**src/rtl/mp_add_pkg.sv**
```systemverilog
// mp_add_pkg -- shared constants and types for the sequential multi-word adder.
//   WORD_W     : width of one operand word (the adder slice width).
//   MAX_NWORDS : largest supported word count; sizes the word index.
//   IDX_W      : word-index register width.
//   state_t    : controller states IDLE / ADD / DONE.
package mp_add_pkg;

  localparam int WORD_W     = 32;
  localparam int MAX_NWORDS = 8;
  localparam int IDX_W      = $clog2(MAX_NWORDS);

  typedef enum logic [1:0] {
    IDLE = 2'd0,
    ADD  = 2'd1,
    DONE = 2'd2
  } state_t;

endpackage

```
**src/rtl/adder32_df.sv**
```systemverilog
// adder32_df -- combinational one-word adder used once per ADD cycle.
// Ports:
//   a, b : input  [WORD_W-1:0] addends
//   ci   : input  carry in
//   s    : output [WORD_W-1:0] sum
//   co   : output carry out
module adder32_df
  import mp_add_pkg::*;
(
  input  logic [WORD_W-1:0] a,
  input  logic [WORD_W-1:0] b,
  input  logic              ci,
  output logic [WORD_W-1:0] s,
  output logic              co
);

  assign {co, s} = {1'b0, a} + {1'b0, b} + {{WORD_W{1'b0}}, ci};

endmodule

```
**src/rtl/mp_add_seq.sv**
```systemverilog
// mp_add_seq -- word-serial unsigned adder of two NWORDS x 32-bit operands.
// One word is added per clock through a single adder32_df; the result is
// published to sum_out/cout on the edge that adds the top word.
// Ports:
//   clk, rst_n        : clock, asynchronous active-low reset
//   start             : request, accepted in IDLE or DONE only
//   a_in, b_in, cin   : operands and carry into word 0 (captured on start)
//   busy              : high while adding
//   done              : one-cycle pulse when sum_out/cout update
//   sum_out, cout     : last completed result, held between operations
// Build option: define MP_ADD_SAT_EN to saturate sum_out to all ones when the
// final carry is 1 (cout still reports the carry).
module mp_add_seq
  import mp_add_pkg::*;
#(
  parameter int NWORDS = 4  // legal range 2..8
) (
  input  logic                     clk,
  input  logic                     rst_n,
  input  logic                     start,
  input  logic [WORD_W*NWORDS-1:0] a_in,
  input  logic [WORD_W*NWORDS-1:0] b_in,
  input  logic                     cin,
  output logic                     busy,
  output logic                     done,
  output logic [WORD_W*NWORDS-1:0] sum_out,
  output logic                     cout
);

  localparam int W = WORD_W * NWORDS;

  state_t           state_q, state_d;
  logic [IDX_W-1:0] idx_q, idx_d;
  logic             carry_q, carry_d;
  logic [W-1:0]     a_q, a_d, b_q, b_d;
  logic [W-1:0]     stage_q, stage_d;
  logic [W-1:0]     sum_q, sum_d;
  logic             cout_q, cout_d;
  logic             busy_q, busy_d;
  logic             done_q, done_d;

  logic [WORD_W-1:0] a_word, b_word, s_word;
  logic              co_word;
  logic              last_word;

  // Select the operand words addressed by the current index.
  always_comb begin
    a_word = '0;
    b_word = '0;
    for (int i = 0; i < NWORDS; i++) begin
      if (idx_q == IDX_W'(i)) begin
        a_word = a_q[i*WORD_W +: WORD_W];
        b_word = b_q[i*WORD_W +: WORD_W];
      end
    end
  end

  assign last_word = (idx_q == IDX_W'(NWORDS - 1));

  adder32_df u_add (
    .a  (a_word),
    .b  (b_word),
    .ci (carry_q),
    .s  (s_word),
    .co (co_word)
  );

  always_comb begin
    state_d = state_q;
    idx_d   = idx_q;
    carry_d = carry_q;
    a_d     = a_q;
    b_d     = b_q;
    stage_d = stage_q;
    sum_d   = sum_q;
    cout_d  = cout_q;
    done_d  = 1'b0;

    case (state_q)
      IDLE, DONE: begin
        if (start) begin
          a_d     = a_in;
          b_d     = b_in;
          carry_d = cin;
          idx_d   = '0;
          state_d = ADD;
        end else if (state_q == DONE) begin
          state_d = IDLE;
        end
      end
      ADD: begin
        for (int i = 0; i < NWORDS; i++) begin
          if (idx_q == IDX_W'(i)) begin
            stage_d[i*WORD_W +: WORD_W] = s_word;
          end
        end
        carry_d = co_word;
        idx_d   = idx_q + 1'b1;
        if (last_word) begin
          // Publish the staging value including the word written this edge.
          state_d = DONE;
          done_d  = 1'b1;
          cout_d  = co_word;
`ifdef MP_ADD_SAT_EN
          sum_d   = co_word ? '1 : stage_d;
`else
          sum_d   = stage_d;
`endif
        end
      end
      default: state_d = IDLE;
    endcase

    busy_d = (state_d == ADD);
  end

  always_ff @(posedge clk or negedge rst_n) begin
    if (!rst_n) begin
      state_q <= IDLE;
      idx_q   <= '0;
      carry_q <= 1'b0;
      a_q     <= '0;
      b_q     <= '0;
      stage_q <= '0;
      sum_q   <= '0;
      cout_q  <= 1'b0;
      busy_q  <= 1'b0;
      done_q  <= 1'b0;
    end else begin
      state_q <= state_d;
      idx_q   <= idx_d;
      carry_q <= carry_d;
      a_q     <= a_d;
      b_q     <= b_d;
      stage_q <= stage_d;
      sum_q   <= sum_d;
      cout_q  <= cout_d;
      busy_q  <= busy_d;
      done_q  <= done_d;
    end
  end

  assign busy    = busy_q;
  assign done    = done_q;
  assign sum_out = sum_q;
  assign cout    = cout_q;

endmodule

```
**config.mk**
```make
export PLATFORM = sky130hd
export DESIGN_NAME = mp_add_seq
export DESIGN_NICKNAME = d
export VERILOG_FILES = /design/src/rtl/mp_add_pkg.sv /design/src/rtl/adder32_df.sv /design/src/rtl/mp_add_seq.sv
export SDC_FILE = /design/constraint.sdc
export NUM_CORES = 1
export LEC_CHECK = 0
export BUFFER_PORTS_ARGS = -buffer_cell sky130_fd_sc_hd__buf_2
export CAP_MARGIN = 10
export CORE_UTILIZATION = 25
export CTS_CLUSTER_SIZE = 10
export DETAILED_ROUTE_END_ITERATION = 8
export PLACE_DENSITY = 0.53
export SLEW_MARGIN = 25
export SYNTH_ARGS = -nofsm -noshare
export SYNTH_HDL_FRONTEND = slang
export SYNTH_HIERARCHICAL = 1
export SYNTH_SLANG_ARGS = --single-unit
```
**constraint.sdc**
```tcl
create_clock -name clk -period 8.9 [get_ports clk]
set_input_delay 2.67 -clock clk [delete_from_list [all_inputs] [get_ports clk]]
set_output_delay 2.67 -clock clk [all_outputs]
set_load 0.01 [all_outputs]
```
==> flow_summary.toml <==
[outcome]
outcome = "completed"

[yosys]
netlist-cell-type-count = 57
synth_enable_flop_cells = 0
yosysWarnings = 6
ys_ff_latch = 489
syn_area_mm2 = 0.0226
yosysTopAreaCellShare = 0.541
syn_area_per_cell_um2 = 9.59
synthArstFlopShare = 1.00
synth_area_leaders = "dfrtp_1 (54%), nand2_1 (16%), mux2_2 (6.0%)"
yosysTopAreaCell = "dfrtp_1"
synth-main-ff-cell = "dfrtp_1"
synth-seq-area-share = 0.541
synth.net_count = 2656
synth_cells = 2358

[critical_path]
crit_chain = "inv_1 -> ha_4 -> nor2b_4 -> buf_4 -> a221oi_1 -> o21ai_1 -> fa_1 -> fa_1 -> a21o_1 -> a221oi_1 -> o21a_1 -> a21oi_1 -> a21oi_1 -> o221ai_1 -> xor2_1 -> mux2i_1 -> o21ai_0"
cp.required_ps = 9430
r2r_slack_ps = 2590
end_kind = "register"
crit_arrival_ps = 6840
start_kind = "register"
reg2regPathDepth = 17
criticalPathCategory = "register to register"
cp-startpoint = "idx_q[1]$_DFFE_PN0P_"
regToRegStartpoint = "idx_q[1]$_DFFE_PN0P_"
r2r_end = "sum_out[94]$_DFFE_PN0P_"
critPathSlowestCell = "ha_4"
cpPeakStageDelay_ps = 740
crit_fanout = 66

[power_and_ir_drop]
intPower_mw = 6.81
p_switching_mw = 5.68
ir_drop_mv = 0.218
power_leakage_nw = 13.9
combPwrFrac = 0.506
p_total_mw = 12.5
sw_frac_of_total = 0.454
sequentialPowerShare = 0.316
p_clk_frac = 0.179
power_density_mw_per_mm2 = 458

[sta]
finalMaxSlewViolations = 0
worst_slew_pin_slew_ps = 1160
fin_crit_ps = 6310
setup_tns_ps = 0
setup_viol = 0
worst_clock_skew_ps = 22.2
finalCritPeriodShare = 0.709
final_hold_viol_count = 0
hold_slack_ps = 465
maxSlewHeadroom = 0.224
rsz0062_at_grt = "false"
layout_setup_ws_ps = 2590
timing.fmax_mhz = 158

[clocking]
cts_inserted_buffers = 59
clock_latency_ps = 610
clock-sinks = 489
cts_resized = 0
clock-root-buffer = "clkbuf_16"
cts_tree = "built"
cts_setup_buffers = 0
holdBufCountCts = 0
clk_pin_slew_ps = 60
clockBufferDepth = 3
h-tree-depth = 2

[global_route]
overflow = 0
grt_pass1_wl_um = 112000
antenna_found_initial = 11
grt_max_degree = 228
grt_pass1_vias = 17500
track_usage = 0.162

[cells_and_area]
nets = 2968
drive_gt1_frac = 0.233
fin_util = 0.306
final_cell_mix = "nand2_1 (945), dfrtp_1 (489), buf_2 (389)"
syn_to_final_growth_pct = 20.6
layout_commonest_cell = "nand2_1"
final_area_mm2 = 0.0273
stdcell_count = 3864

[placement]
placed_cells = 3772
hpwlAfterDp_um = 52400
place.gp.congestion = 0.806
port_buffers = 390
place_ws_ps = 2580
placed_cell_area_mm2 = 0.0255

[die]
row_count = 109
start_util = 0.254
ios = 391
die_h_um = 303
die_area_mm2 = 0.0917
die_w_um = 303
coreArea_mm2 = 0.0891

[route]
num_vias = 17600
viasPerCell = 4.57
wl_um = 75000
first_pass_iters = 5
wl_per_cell_um = 19.4
drcViolationCount = 0
drt-initial-drc-count = 1197
ant_nets = 0

[hold_path]
min_to = "a_q[65]$_DFFE_PN0P_"
min_path_type = "register to register"
worstHoldStart = "a_q[65]$_DFFE_PN0P_"
hold_depth = 2

[job]
maxCapViolations = 0
## worst max path at each step
stage | end | slack, ps | depth (start not counted)
after floorplan | sum_out[30]$_DFFE_PN0P_ | 4590 | 18
after global placement | sum_out[30]$_DFFE_PN0P_ | 2790 | 17
after detailed placement | sum_out[24]$_DFFE_PN0P_ | 2580 | 16
after CTS | sum_out[24]$_DFFE_PN0P_ | 2580 | 16
after global routing | sum_out[62]$_DFFE_PN0P_ | 2170 | 17
final | sum_out[94]$_DFFE_PN0P_ | 2590 | 17
## layout make-up
class                      instances  area, µm²
antenna                            7       17.5
clock buffer                      73       1600
clock inverter                    10        124
fill                            9429      61800
inverter                          14       52.6
multi-input combinational       1696       9590
sequential                       489      12200
tap                             1165       1460
timing repair buffer             410       2210
## cells in the mapped netlist (all sizes together) (2+ instances only)
cell type	n
nand2b	7
o211ai	6
o31a	2
mux2	130
a31oi	4
fa	2
o21a	3
and3	3
buf	103
o21bai	5
a311oi	3
nor2	17
nor3	3
mux2i	98
a21o	18
o21ai	239
clkbuf	56
a211oi	4
nand2	946
o31ai	4
ha	36
xor2	15
inv	13
nor2b	5
a221oi	65
nand4	5
a21oi	37
nand3	9
dfrtp	489
xnor2	15
## metal layers
metal / wire length (µm) / share of wire / track usage / vias to the layer above
met5: 21 / 0.00028 / 0 / -
met3: 4320 / 0.058 / 0.0264 / 84
met4: 1340 / 0.018 / 0.0352 / 4
li1: - / - / - / 8510
met1: 37200 / 0.50 / 0.247 / 8556
met2: 32100 / 0.43 / 0.236 / 489
## registers in the layout, summed over array words and instances, names as in the netlist
register  cells
done          1
cout          1
idx_q         3
a_q         128
sum_out     128
state_q       2
stage_q      96
b_q         128
carry_q       1
busy          1
## power by group through the flow
| stage | Combinational (mW) | Sequential, mW | Clock [mW] |
|---|---|---|---|
| finish | 6.31 | 3.94 | 2.23 |
| detailed placement | 6.40 | 3.99 | 0 |
| global placement | 6.31 | 3.99 | 0 |
| floorplan | 4.02 | 3.88 | 0 |
| global route | 7.07 | 4.07 | 2.39 |
| CTS | 6.42 | 3.95 | 2.30 |
## logic make-up (layout without fill, tap and decap cells)
group | after synthesis | in the layout | synth area share
flip-flops | 489 | 489 | 0.541
AO/OA/AOI/OAI | 397 | 397 | 0.105
multiplexers | 228 | 228 | 0.108
buffers and inverters | 173 | 507 | 0.0392
AND/OR/NAND/NOR | 1003 | 1003 | 0.173
XOR/XNOR | 30 | 30 | 0.0116
other | 0 | 7 | 0
adder cells (fa/ha/maj) | 38 | 38 | 0.0217
## critical path: cells and delay by family (launching register included)
kind,cells,cell delay [ps]
flops,1,430
compound gates,9,2730
mux,1,120
xor+xnor,1,390
simple gates,1,270
buf+inv,2,550
fa+ha+maj,3,1700
Note: power is estimated with default switching activity, not from simulation.
